### config.mk
export PLATFORM = sky130hd
export DESIGN_NAME = snake_body_ctrl_flat
export DESIGN_NICKNAME = d
export VERILOG_FILES = /design/src/rtl/snake_body_ctrl_if.sv /design/src/rtl/snake_body_ctrl.sv /design/src/flat_wrapper.sv
export SDC_FILE = /design/constraint.sdc
export NUM_CORES = 1
export LEC_CHECK = 0
export ABC_AREA = 1
export CAP_MARGIN = 25
export CORE_ASPECT_RATIO = 0.5
export CORE_MARGIN = 4
export CORE_UTILIZATION = 47
export DETAILED_ROUTE_END_ITERATION = 12
export PLACE_DENSITY = 0.77
export SLEW_MARGIN = 15
export SYNTH_ARGS = -nofsm -noshare
export SYNTH_HDL_FRONTEND = slang
export SYNTH_SLANG_ARGS = --single-unit
### constraint.sdc
create_clock -name clk -period 2 [get_ports clk]
set_clock_uncertainty 0.2 [all_clocks]
set_input_delay 0.2 -clock clk [delete_from_list [all_inputs] [get_ports clk]]
set_output_delay 0.2 -clock clk [all_outputs]
set_load 0.05 [all_outputs]
### src/rtl/snake_body_ctrl_if.sv
// Body-FIFO and frame-buffer painter signals of the snake body controller.
// master = controller side, slave = FIFO/painter side.
interface snake_body_ctrl_if #(
   parameter int COORD_W = 8
);
   logic                   fifo_write;
   logic [2*COORD_W-1:0]   fifo_wdata;
   logic                   fifo_read;
   logic [2*COORD_W-1:0]   fifo_rdata;
   logic                   fifo_empty;
   logic                   draw_valid;
   logic                   draw_ready;
   logic [COORD_W-1:0]     draw_x;
   logic [COORD_W-1:0]     draw_y;
   logic                   draw_color;

   modport master (
      output fifo_write, fifo_wdata, fifo_read, draw_valid, draw_x, draw_y, draw_color,
      input  fifo_rdata, fifo_empty, draw_ready
   );

   modport slave (
      input  fifo_write, fifo_wdata, fifo_read, draw_valid, draw_x, draw_y, draw_color,
      output fifo_rdata, fifo_empty, draw_ready
   );
endinterface

### src/rtl/snake_body_ctrl.sv
// Snake body controller: seeds the body FIFO, then per tick pushes the new head,
// erases/pops the tail unless growing, and freezes on a wall hit.
module snake_body_ctrl #(
   parameter int COORD_W  = 8,
   parameter int GRID_W   = 32,
   parameter int GRID_H   = 24,
   parameter int INIT_LEN = 3,
   parameter int START_X  = 10,
   parameter int START_Y  = 12,
   parameter int MAX_LEN  = 63
) (
   input  logic                 clk,
   input  logic                 rstn,
   input  logic                 tick,
   input  logic [1:0]           dir,
   input  logic                 grow,
   snake_body_ctrl_if.master    bus,
   output logic [COORD_W-1:0]   head_x,
   output logic [COORD_W-1:0]   head_y,
   output logic [6:0]           length,
   output logic                 wall_hit,
   output logic                 busy
);

   localparam logic [COORD_W-1:0] ONE    = COORD_W'(1);
   localparam logic [COORD_W-1:0] INIT_X = COORD_W'(START_X - INIT_LEN + 1);
   localparam logic [COORD_W-1:0] STX    = COORD_W'(START_X);
   localparam logic [COORD_W-1:0] STY    = COORD_W'(START_Y);
   localparam logic [COORD_W-1:0] LAST_X = COORD_W'(GRID_W - 1);
   localparam logic [COORD_W-1:0] LAST_Y = COORD_W'(GRID_H - 1);
   localparam logic [6:0]         MAXL   = 7'(MAX_LEN);

   typedef enum logic [2:0] {
      S_INIT, S_INIT_DRAW, S_IDLE, S_CALC, S_HEAD, S_HEAD_DRAW, S_TAIL, S_DEAD
   } state_t;

   state_t               state_q, state_d;
   logic [1:0]           cur_dir;
   logic                 grow_pend;
   logic [COORD_W-1:0]   nxt_x, nxt_y, tail_x, tail_y;
   logic [COORD_W-1:0]   calc_x, calc_y;
   logic                 tail_empty;
   logic                 wall;
   logic                 init_last, grow_ok, hs;
   logic                 wr, rd, dv, dc;
   logic [COORD_W-1:0]   dx, dy;
   logic [2*COORD_W-1:0] wd;

   assign init_last = (head_x == STX);
   assign grow_ok   = grow_pend && (length < MAXL);
   assign hs        = dv && bus.draw_ready;
   assign busy      = (state_q != S_IDLE) && (state_q != S_DEAD);

   always_comb begin
      calc_x = head_x;
      calc_y = head_y;
      wall   = 1'b0;
      case (cur_dir)
         2'b00:   begin wall = (head_y == '0);     calc_y = head_y - ONE; end
         2'b01:   begin wall = (head_x == LAST_X); calc_x = head_x + ONE; end
         2'b10:   begin wall = (head_y == LAST_Y); calc_y = head_y + ONE; end
         default: begin wall = (head_x == '0);     calc_x = head_x - ONE; end
      endcase
   end

   // Outputs are held quiet while rstn is low, even though the state sits in INIT.
   always_comb begin
      state_d = state_q;
      wr = 1'b0;
      rd = 1'b0;
      dv = 1'b0;
      dc = 1'b0;
      dx = '0;
      dy = '0;
      wd = '0;
      if (rstn) begin
         case (state_q)
            S_INIT, S_INIT_DRAW: begin
               wr = (state_q == S_INIT);
               wd = {head_x, head_y};
               dv = 1'b1;
               dc = 1'b1;
               dx = head_x;
               dy = head_y;
               if (bus.draw_ready) state_d = init_last ? S_IDLE : S_INIT;
               else                state_d = S_INIT_DRAW;
            end
            S_IDLE: if (tick) state_d = S_CALC;
            S_CALC: state_d = wall ? S_DEAD : S_HEAD;
            S_HEAD, S_HEAD_DRAW: begin
               wr = (state_q == S_HEAD);
               wd = {nxt_x, nxt_y};
               dv = 1'b1;
               dc = 1'b1;
               dx = nxt_x;
               dy = nxt_y;
               if (bus.draw_ready) state_d = grow_ok ? S_IDLE : S_TAIL;
               else                state_d = S_HEAD_DRAW;
            end
            S_TAIL: begin
               if (tail_empty) begin
                  state_d = S_IDLE;
               end else begin
                  dv = 1'b1;
                  dx = tail_x;
                  dy = tail_y;
                  if (bus.draw_ready) begin
                     rd      = 1'b1;
                     state_d = S_IDLE;
                  end
               end
            end
            default: state_d = S_DEAD;
         endcase
      end
   end

   always_ff @(posedge clk) begin
      if (!rstn) begin
         state_q    <= S_INIT;
         head_x     <= INIT_X;
         head_y     <= STY;
         length     <= '0;
         wall_hit   <= 1'b0;
         cur_dir    <= 2'b01;
         grow_pend  <= 1'b0;
         nxt_x      <= '0;
         nxt_y      <= '0;
         tail_x     <= '0;
         tail_y     <= '0;
         tail_empty <= 1'b0;
      end else begin
         state_q <= state_d;
         if (grow && state_q != S_DEAD) grow_pend <= 1'b1;
         case (state_q)
            S_INIT, S_INIT_DRAW: begin
               if (state_q == S_INIT) length <= length + 7'd1;
               if (hs && !init_last)  head_x <= head_x + ONE;
            end
            S_IDLE: if (tick && ((dir ^ cur_dir) != 2'b10)) cur_dir <= dir;
            S_CALC: begin
               nxt_x      <= calc_x;
               nxt_y      <= calc_y;
               tail_x     <= bus.fifo_rdata[2*COORD_W-1:COORD_W];
               tail_y     <= bus.fifo_rdata[COORD_W-1:0];
               tail_empty <= bus.fifo_empty;
               if (wall) wall_hit <= 1'b1;
            end
            S_HEAD, S_HEAD_DRAW: begin
               if (state_q == S_HEAD) begin
                  head_x <= nxt_x;
                  head_y <= nxt_y;
               end
               // A fresh grow pulse on the consuming cycle survives for the next step.
               if (hs) begin
                  grow_pend <= grow;
                  if (grow_ok) length <= length + 7'd1;
               end
            end
            default: ;
         endcase
      end
   end

   assign bus.fifo_write = wr;
   assign bus.fifo_wdata = wd;
   assign bus.fifo_read  = rd;
   assign bus.draw_valid = dv;
   assign bus.draw_color = dc;
   assign bus.draw_x     = dx;
   assign bus.draw_y     = dy;

endmodule
### src/flat_wrapper.sv
// flat-port wrapper written by rule: the top's interface ports become plain ports
module snake_body_ctrl_flat 
#(
   parameter int COORD_W  = 8,
   parameter int GRID_W   = 32,
   parameter int GRID_H   = 24,
   parameter int INIT_LEN = 3,
   parameter int START_X  = 10,
   parameter int START_Y  = 12,
   parameter int MAX_LEN  = 63
)
  (clk, rstn, tick, dir, grow, head_x, head_y, length, wall_hit, busy, bus_fifo_write, bus_fifo_wdata, bus_fifo_read, bus_draw_valid, bus_draw_x, bus_draw_y, bus_draw_color, bus_fifo_rdata, bus_fifo_empty, bus_draw_ready);
  snake_body_ctrl_if #(.COORD_W(COORD_W)) bus_i ();
  input  logic clk;
  input  logic rstn;
  input  logic tick;
  input  logic [1:0] dir;
  input  logic grow;
  output logic [COORD_W-1:0] head_x;
  output logic [COORD_W-1:0] head_y;
  output logic [6:0] length;
  output logic wall_hit;
  output logic busy;
  output wire logic [$bits(bus_i.fifo_write)-1:0] bus_fifo_write;
  output wire logic [$bits(bus_i.fifo_wdata)-1:0] bus_fifo_wdata;
  output wire logic [$bits(bus_i.fifo_read)-1:0] bus_fifo_read;
  output wire logic [$bits(bus_i.draw_valid)-1:0] bus_draw_valid;
  output wire logic [$bits(bus_i.draw_x)-1:0] bus_draw_x;
  output wire logic [$bits(bus_i.draw_y)-1:0] bus_draw_y;
  output wire logic [$bits(bus_i.draw_color)-1:0] bus_draw_color;
  input wire logic [$bits(bus_i.fifo_rdata)-1:0] bus_fifo_rdata;
  input wire logic [$bits(bus_i.fifo_empty)-1:0] bus_fifo_empty;
  input wire logic [$bits(bus_i.draw_ready)-1:0] bus_draw_ready;
  assign bus_fifo_write = bus_i.fifo_write;
  assign bus_fifo_wdata = bus_i.fifo_wdata;
  assign bus_fifo_read = bus_i.fifo_read;
  assign bus_draw_valid = bus_i.draw_valid;
  assign bus_draw_x = bus_i.draw_x;
  assign bus_draw_y = bus_i.draw_y;
  assign bus_draw_color = bus_i.draw_color;
  assign bus_i.fifo_rdata = bus_fifo_rdata;
  assign bus_i.fifo_empty = bus_fifo_empty;
  assign bus_i.draw_ready = bus_draw_ready;
  snake_body_ctrl #(.COORD_W(COORD_W), .GRID_W(GRID_W), .GRID_H(GRID_H), .INIT_LEN(INIT_LEN), .START_X(START_X), .START_Y(START_Y), .MAX_LEN(MAX_LEN)) u_core (.clk(clk), .rstn(rstn), .tick(tick), .dir(dir), .grow(grow), .bus(bus_i), .head_x(head_x), .head_y(head_y), .length(length), .wall_hit(wall_hit), .busy(busy));
endmodule
======== Yosys cells after proc, flatten, opt, wreduce, memory -nomap -nowiden ========
Index checks and enable logic that the tools add are counted.
storage, ports and cells
  output and inout port bits .............. 61
  word-level logic and storage cells ...... 103
  input port bits ......................... 24
  register bits ........................... 63
operators by class
  reduce and logical (&&, ||, !) cells .... 22
  add/subtract/negate cells ............... 5
  bitwise logic cells ..................... 1
  $lt $le $gt $ge ......................... 1
  multiplexer cells ....................... 41
  eq/ne operators ......................... 21
operators by type and width
  cell                 number
  $mux 8               6
  $pmux 8 s2           3
  $pmux 8 s3           2
  $pmux 16 s2          1
  $mux 7               3
  $mux 3               6
  $add 8x1->8 const B  2
  $eq 8x5->1 const B   2
  $logic_not 8->1      2
  $mux 16              1
  $sub 8x1->8 const B  2
  $pmux 3 s5           1
  $pmux 7 s2           1
  $mux 1               12
  $ne 2x1->1 const B   5
  $eq 3x3->1 const B   3
  $eq 8x4->1 const B   1
  $reduce_and 2->1     4
  $add 7x1->7 const B  1
  $lt 7x6->1 const B   1
  $eq 3x2->1 const B   2
  $logic_and 1x1->1    6
  $ne 3x2->1 const B   2
  $reduce_or 2->1      3
  16 further kinds     19

======== Depth between registers and ports, before layout ========
Gate-level depths: netlist of run 1.
  depth after elaboration ................. 8
  mapped depth ............................ 14
  mapped depth without buffers ............ 13

======== Worst setup path after synthesis of run 1 ========
OpenSTA, ideal clock, no wires.
  kind .................................... register -> output
  start ................................... reg u_core.state_q[2]
  end ..................................... out bus_fifo_read
  stages on the path, launching flop included .. 4
  data required time ...................... 1,600 ps
  path slack .............................. -420 ps
  buffers on the path ..................... 1
  arrival time ............................ 2,020 ps
  path through ............................ dfxtp_1 buf_4 nand3_1 nor4_1
on the way
  cells in the longest elaborated chain, start to end .. 3
RTL lines
  element                 RTL line                text
  start, declared         snake_body_ctrl.sv:37   state_t state_q, state_d;
  start signal, assigned  snake_body_ctrl.sv:133  state_q <= state_d;
  $eq 3x3->1              snake_body_ctrl.sv:77   case (state_q)
  $mux 1                  snake_body_ctrl.sv:77
  $mux 1                  snake_body_ctrl.sv:76   if (rstn) begin
  end, declared           flat_wrapper.sv:26      output wire logic [$bits(bus_i.fifo_read)-1:0] bus_fifo_read;
No other way between the ends.

======== Worst setup path after layout of run 1 ========
  start ................................... reg u_core.state_q[1]
  end ..................................... out bus_draw_y[7]
on the way
  cells in the longest elaborated chain, start to end .. 4
  elaborated cells on any way between the ends .. 9
  classes of those cells .................. eq/ne: 4; mux: 2; reduce/logical: 3
RTL lines
  element                                   RTL line               text
  $eq 3x3->1, or another cell as far along  snake_body_ctrl.sv:77
  $reduce_or 2->1                           snake_body_ctrl.sv:77
  $pmux 8 s3 *                              snake_body_ctrl.sv:77
  $mux 8 *                                  snake_body_ctrl.sv:76
  end, declared                             flat_wrapper.sv:29     output wire logic [$bits(bus_i.draw_y)-1:0] bus_draw_y;
Mark *: on every way between the ends. The rest lies on a longest branch, timed or not.

==> results of run 1 <==
-- synthesized netlist by cell type, types with 2 or more instances --
| cell type | count |
|---|---|
| o21ai_0 | 60 |
| a21oi_1 | 55 |
| dfxtp_1 | 63 |
| inv_1 | 70 |
| xor2_1 | 8 |
| a21oi_2 | 2 |
| nor2_4 | 3 |
| o211ai_1 | 3 |
| buf_2 | 7 |
| a31oi_1 | 4 |
| buf_4 | 5 |
| nand2_4 | 3 |
| o22ai_1 | 5 |
| inv_2 | 7 |
| nand2_1 | 144 |
| ha_1 | 11 |
| nand4_1 | 7 |
| nor3_1 | 5 |
| nor2_2 | 2 |
| buf_6 | 4 |
| inv_4 | 2 |
| xnor2_1 | 3 |
| nand3_1 | 43 |
| buf_1 | 3 |
| clkbuf_1 | 10 |
| nor2_1 | 90 |
-- state kept, by name, indices dropped and copies added (netlist names) --
| name | count |
|---|---|
| u_core.tail_empty | 1 |
| u_core.cur_dir | 2 |
| u_core.nxt_y | 8 |
| u_core.length | 7 |
| u_core.wall_hit | 1 |
| u_core.grow_pend | 1 |
| u_core.tail_x | 8 |
| u_core.state_q | 3 |
| u_core.head_x | 8 |
| u_core.nxt_x | 8 |
| u_core.tail_y | 8 |
| u_core.head_y | 8 |
-- path summary, 6_finish.rpt --
path | startpoint | to | slack (ns) | depth (start not counted)
worst max-delay path | u_core.state_q[1] | bus_draw_y[7] | -0.21 | 8
worst min-delay path | rstn | u_core.state_q[0] | 0.19 | 4
worst max register to register | u_core.head_x[4] | u_core.head_x[4] | 0.11 | 9
worst min register to register | u_core.grow_pend | u_core.grow_pend | 0.27 | 2
-- cells by family after synthesis --
kind of cell               synth area share
buffers and inverters                0.1163
xor gates and xnor gates            0.02394
and+or+nand+nor                      0.3280
AOI/OAI and AO/OA                    0.1791
adders and majority gates           0.03918
DFF                                  0.3134
-- cell type report --
type / count / share of cell area
Clock buffer: 12 / 0.03912
Clock inverter: 4 / 0.007149
Inverter: 79 / 0.04825
Multi-Input combinational cell: 461 / 0.4190
Sequential cell: 63 / 0.2021
Tap cell: 112 / 0.02224
Timing Repair Buffer: 135 / 0.2621
-- worst max-delay path: cells and delay by family (launching register included) --
kind	cells	cell delay, ns
AND/OR/NAND/NOR	1	0.17
buffers and inverters	5	0.61
AO/OA/AOI/OAI	2	0.33
flip-flops	1	0.35
-- per-stage QoR --
step | cells | util | setup slack, ns | hold slack [ns]
2_1_floorplan | 632 | - | -0.002006 | 0.1304
3_3_place_gp | 832 | 0.6851 | 0.03093 | 0.2379
3_5_place_dp | 832 | 0.6851 | 0.02004 | 0.2588
4_1_cts | 857 | 0.7468 | -0.2011 | 0.2463
5_1_grt | 866 | 0.7710 | -0.2893 | 0.2222
6_report | 866 | 0.7710 | -0.2067 | 0.1879
-- power groups by stage --
stage	combinational (W)	clock, W	sequential [W]
after floorplan	0.000799	0	0.00155
after global placement	0.00148	0	0.00145
after detailed placement	0.00150	0	0.00145
after CTS	0.00158	0.00156	0.00142
after global routing	0.00174	0.00163	0.00144
final	0.00164	0.00157	0.00143
-- metal layers --
layer  up-vias  routed length, µm  GRT usage  share of wire
met2       225               6793     0.4589           0.48
li1       2286                  -          -              -
met5         -                  0          0              0
met3        25               1334    0.06372          0.095
met4         0                244    0.08026          0.017
met1      2232               5696     0.3436           0.40
-- what timing repair did --
| item | in CTS | in global routing |
|---|---|---|
| cloned | 1 | 1 |
| pin swaps | 12 | 19 |
| setup buffers | 8 | 9 |
| endpoints found under the setup margin | 33 | 45 |
| resized for setup | 53 | 40 |
==> summary.md, run 1 <==
| Metric | Value |
|---|---|
| Worst setup EP type | `primary output` |
| Switching pwr | `0.001680 W` |
| Worst slew pin tran | `0.5160 ns` |
| Worst-path cell chain | `buf_6, nor2_4, buf_12, inv_2, o22ai_1, inv_1, a21oi_2, buf_12` |
| Avg Cell Area, Syn | `~6.4 µm²` |
| Primary FF master, synth | `dfxtp_1` |
| Crit path max-delay cell type | `dfxtp_4` |
| Slew Viols, Final | `0` |
| Worst Hold Class | `input port to flop` |
| Fin crit period | `2.207 ns` |
| Design area | `6301 µm²` |
| Area delta synth->final | `56.59%` |
| Crit path required time | `1.60 ns` |
| Row cnt | `23` |
| Multi-input gate area | `2640 µm²` |
| Share of cells above drive strength 1 | `0.2971` |
| Layout Nets | `785` |
| Post-Syn Area | `approximately 4000 µm²` |
| Rel. slew slack | `0.6549` |
| EDFF count, synth | `0` |
| Placed Area | `5599 µm²` |
| Post-synthesis sequential area ratio | `0.3134` |
| Final Hold Viols | `0` |
| Final antenna-violating net count | `0` |
| # hold bufs at CTS | `0` |
| Global-route wire length before repair | `roughly 22000 µm` |
| F_max | `453.2 MHz` |
| Worst-path fanout max | `5` |
| Crit share post-route | `1.103` |
| Die W | `approximately 140 µm` |
| #FFs+latches synth | `63` |
| Commonest non-fill, non-tap cells in the layout | `nand2_1, nor2_1, inv_1, buf_4, dfxtp_1` |
| Post-Syn Instances | `632` |
| Slowest cell delay on critical path | `0.35 ns` |
| Remaining Overflow, GRT | `0` |
| Antenna diodes | `0` |
| CP Launch Type | `flop` |
| Clock Latency Late Sink | `roughly 0.34 ns` |
| # IOs | `85` |
| Max H-tree Level | `3` |
| Vias in the first global route | `4364` |
| Via density | `approximately 5.5` |
| DRC viols | `0` |
| Synth area leader | `dfxtp_1` |
| Initial DRC count | `around 440` |
| Chip height | `73.43 µm` |
| Routed WL | `14070 µm` |
| Largest net degree at the start of global routing | `44` |
| Final Power | `0.004633 W` |
| Unrepaired setup endpoints after global routing | `true` |
| Die area | `10200 µm²` |
| DR vias | `4768` |
| Total Routing Usage GR | `0.2684` |
| Crit path arrival time | `1.81 ns` |
| Synth cell types | `39` |
| Yosys warning total | `0` |
| Mapped Nets | `668` |
| Most common cell after layout, fill and taps aside | `nand2_1` |
| Top cell by count, worst path | `buf_12` |
| Sw Share | `0.3627` |
| CTS tree | `done` |
| Clock transition at the registers of the reported paths | `0.05 ns` |
| DR WL/cell | `16.24 µm` |
| Sequential Power Share | `0.308` |
| DP HPWL | `9342 µm` |
| Filler cell count | `616` |
| Leak | `2.907 nW` |
| Clock sinks | `63` |
| FFs w/ async S/R, synth | `0` |
| Total core area | `8173 µm²` |
| Starting density of the core | `0.4923` |
| Top cell type's share of synthesized area | `0.3134` |
| IR Drop Worst-Case VDD | `0.4738 mV` |
| Port Buf Inserts | `84` |
| Routability cong. | `0.9311` |
| Antenna violations before repair | `0` |
| Maximum clock insertion buffer count | `2` |
| First drt pass iteration count | `5` |
| Root Driver | `clkbuf_16` |
| Cell area power density | `735.2 nW/µm²` |
| Combinational share of power | `0.354` |
| Post-layout worst setup margin | `-0.2067 ns` |
| Clock share of power | `0.338` |
| Seq. cell area | `1274 µm²` |
| Total CTS buffers | `9` |
| Area contributors post-synth | `dfxtp_1, nand2_1, nor2_1, o21ai_0, a21oi_1` |
| # setup viols final | `32` |
| Post-route setup TNS | `-3.989 ns` |
| Internal Dissipation | `0.002953 W` |
| Max capacitance violation total | `0` |
| Status | `finished with violations` |
| Kind of critical path | `flop to primary output` |
| Violated checks | `setup timing` |
Note: power is estimated with default switching activity, not from simulation.
==> run 2, diff against run 1 <==
--- a/config.mk
+++ b/config.mk
@@ -6,6 +6,7 @@
 export NUM_CORES = 1
 export LEC_CHECK = 0
 export ABC_AREA = 1
+export ABC_CLOCK_PERIOD_IN_PS = 2000
 export CAP_MARGIN = 25
 export CORE_ASPECT_RATIO = 0.5
 export CORE_MARGIN = 4
==> results of run 2 <==
The final DEF is identical to that of run 1; final timing and power are the same.
==> run 3, diff against run 2 <==
--- a/config.mk
+++ b/config.mk
@@ -10,9 +10,10 @@
 export CAP_MARGIN = 25
 export CORE_ASPECT_RATIO = 0.5
 export CORE_MARGIN = 4
-export CORE_UTILIZATION = 47
+export CORE_UTILIZATION = 48
+export CTS_BUF_LIST = sky130_fd_sc_hd__clkbuf_8
 export DETAILED_ROUTE_END_ITERATION = 12
-export PLACE_DENSITY = 0.77
+export PLACE_DENSITY = 0.79
 export SLEW_MARGIN = 15
 export SYNTH_ARGS = -nofsm -noshare
 export SYNTH_HDL_FRONTEND = slang
==> run 3 against run 2 <==
The run still ends with setup timing left. Sequential share of layout area fell by 0.16 points. Critical path type unchanged. Power fell by 5.4%. Die area fell by 1.9%. Critical path depth did not move. Highest routed layer unchanged. Register-to-register slack got worse by 0.11 ns. Clock power fell by 20%. Flip-flop and latch count did not move. Core utilization rose by 1.2 points.
==> summary.md, run 3 (synthesis results as in run 1) <==
| Metric | Value |
|---|---|
| Status | `finished with violations` |
| Violated checks | `setup timing` |
| Cell area power density | `slightly below 700 nW/µm²` |
| Area delta synth->final | `57.40%` |
| Total core area | `8087 µm²` |
| # hold bufs at CTS | `0` |
| Fin crit period | `2.203 ns` |
| Die W | `137.5 µm` |
| Design area | `around 6300 µm²` |
| F_max | `453.8 MHz` |
| # setup viols final | `33` |
| Max H-tree Level | `3` |
| DRC viols | `0` |
| Post-layout worst setup margin | `-0.2034 ns` |
| Root Driver | `clkbuf_8` |
| Final antenna-violating net count | `0` |
| Commonest non-fill, non-tap cells in the layout | `nand2_1, nor2_1, dfxtp_1` |
| Final Hold Viols | `0` |
| Global-route wire length before repair | `~22000 µm` |
| Layout Nets | `about 780` |
| Post-route non-filler standard cell count | `865` |
| Worst setup EP type | `primary output` |
| Maximum clock insertion buffer count | `2` |
| Clock Latency Late Sink | `0.37 ns` |
| First drt pass iteration count | `5` |
| Slew Viols, Final | `0` |
| Crit share post-route | `1.102` |
| Crit path required time | `between 1.5 and 2 ns` |
| Antenna diodes | `0` |
| Total CTS buffers | `9` |
| Clock transition at the registers of the reported paths | `0.08 ns` |
| # IOs | `85` |
| Unrepaired setup endpoints after global routing | `true` |
| Rel. slew slack | `0.5974` |
| Worst reg2reg startpoint | `u_core.state_q[1]` |
| Total Routing Usage GR | `0.2852` |
| Pre-CTS WS | `0.04266 ns` |
| Antenna violations before repair | `0` |
| CP Launch Type | `flop` |
| Initial DRC count | `508` |
| Clock sinks | `63` |
| Critical Path Sink | `bus_draw_y[1]` |
| Die area | `10000 µm²` |
| R2r endpoint | `u_core.head_x[0]` |
| Most common cell after layout, fill and taps aside | `nand2_1` |
| Vias in the first global route | `4471` |
| CTS tree | `done` |
| Combinational share of power | `0.392` |
| Routed WL | `between 15000 and 20000 µm` |
| DR WL/cell | `17.35 µm` |
| DP HPWL | `9629 µm` |
| R2R setup slack | `0 ns` |
| Remaining Overflow, GRT | `0` |
| Final Power | `0.004382 W` |
| Chip height | `72.74 µm` |
| Port Buf Inserts | `84` |
| Worst hold stages | `3` |
| Placed Area | `5599 µm²` |
| Switching pwr | `0.001712 W` |
| DR vias | `4853` |
| Sw Share | `0.3906` |
| Worst-path fanout max | `5` |
| Internal Dissipation | `0.002670 W` |
| Routability cong. | `0.9331` |
| Worst slew pin tran | `~0.6 ns` |
| Filler cell count | `580` |
| Worst Hold Class | `input port to flop` |
| IR Drop Worst-Case VDD | `~0.42 mV` |
| Largest net degree at the start of global routing | `39` |
| Hold WS | `0.1986 ns` |
| Row cnt | `23` |
| Share of cells above drive strength 1 | `0.3174` |
| Reg2reg path depth | `12` |
| Crit path arrival time | `1.80 ns` |
| Clock share of power | `0.285` |
| Leak | `2.879 nW` |
| Kind of critical path | `flop to primary output` |
| Placed Cells | `832` |
| Sequential Power Share | `0.323` |
| Starting density of the core | `0.4976` |
| CP startpoint | `u_core.state_q[1]` |
| Via density | `5.610` |
| Max capacitance violation total | `0` |
## run 3: changes by cell type in the layout (fill, tap and decap cells not counted), moves of 3 or more
cell	before	now
dlygate4sd2_1	1	4
a21oi_4	7	13
dlymetal6s2s_1	6	3
dfxtp_2	4	7
clkbuf_16	10	0
clkbuf_8	1	9
inv_1	57	53
a21oi_2	11	5
## run 3: worst min path at each step
stage	from	to	slack, ns
floorplan	dir[0]	u_core.cur_dir[0]	0.13
global placement	u_core.nxt_x[6]	u_core.nxt_x[6]	0.25
detailed placement	u_core.grow_pend	u_core.grow_pend	0.26
CTS	grow	u_core.grow_pend	0.20
global route	bus_fifo_rdata[13]	u_core.tail_x[5]	0.20
finish	grow	u_core.grow_pend	0.20
## run 3: what timing repair did
action	in CTS	in global routing
resized for setup	77	58
cloned	2	2
buffers inserted	11	7
endpoints found under the setup margin	36	60
pin swaps	16	29
## run 3: per-stage QoR
step                       TNS (ns)  utilization
after floorplan           -0.002006            -
after global placement            0       0.6924
after detailed placement          0       0.6924
after CTS                    -3.327       0.7575
after global routing         -5.736       0.7832
final                        -4.255       0.7832
## run 3: area by class of cell
type	instances	area, µm²	share of cell area
clock buffers	9	123.9	0.01956
clock inverters	7	88.84	0.01403
inverters	79	336.6	0.05314
multi-input cells	461	2763	0.4362
flip-flops and latches	63	1270	0.2005
well taps	112	140.1	0.02213
repair buffers	132	1599	0.2525
repair inverters	2	12.51	0.001976
## run 3: worst max-delay path, stage by stage (launching register included)
cell and delay (ns):
dfxtp_2 0.34, buf_6 0.13, nor2_4 0.19, buf_12 0.18, inv_12 0.04, o22ai_2 0.12
inv_2 0.09, a21oi_4 0.17, buf_12 0.16
## run 3: layer usage
layer,wire length [µm],global-route usage,part of all wire,vias to the layer above
met2,7043,0.4654,0.47,273
li1,-,-,-,2277
met4,422,0.09624,0.028,0
met3,1542,0.09298,0.10,55
met1,6002,0.3582,0.40,2248
met5,0,0,0,-
## run 3: power groups by stage
stage | Sequential [W] | Clock (W) | Combinational, W
final | 0.00142 | 0.00125 | 0.00172
after global routing | 0.00143 | 0.00131 | 0.00181
after CTS | 0.00141 | 0.00124 | 0.00162
after detailed placement | 0.00143 | 0 | 0.00152
after global placement | 0.00143 | 0 | 0.00150
after floorplan | 0.00155 | 0 | 0.000799
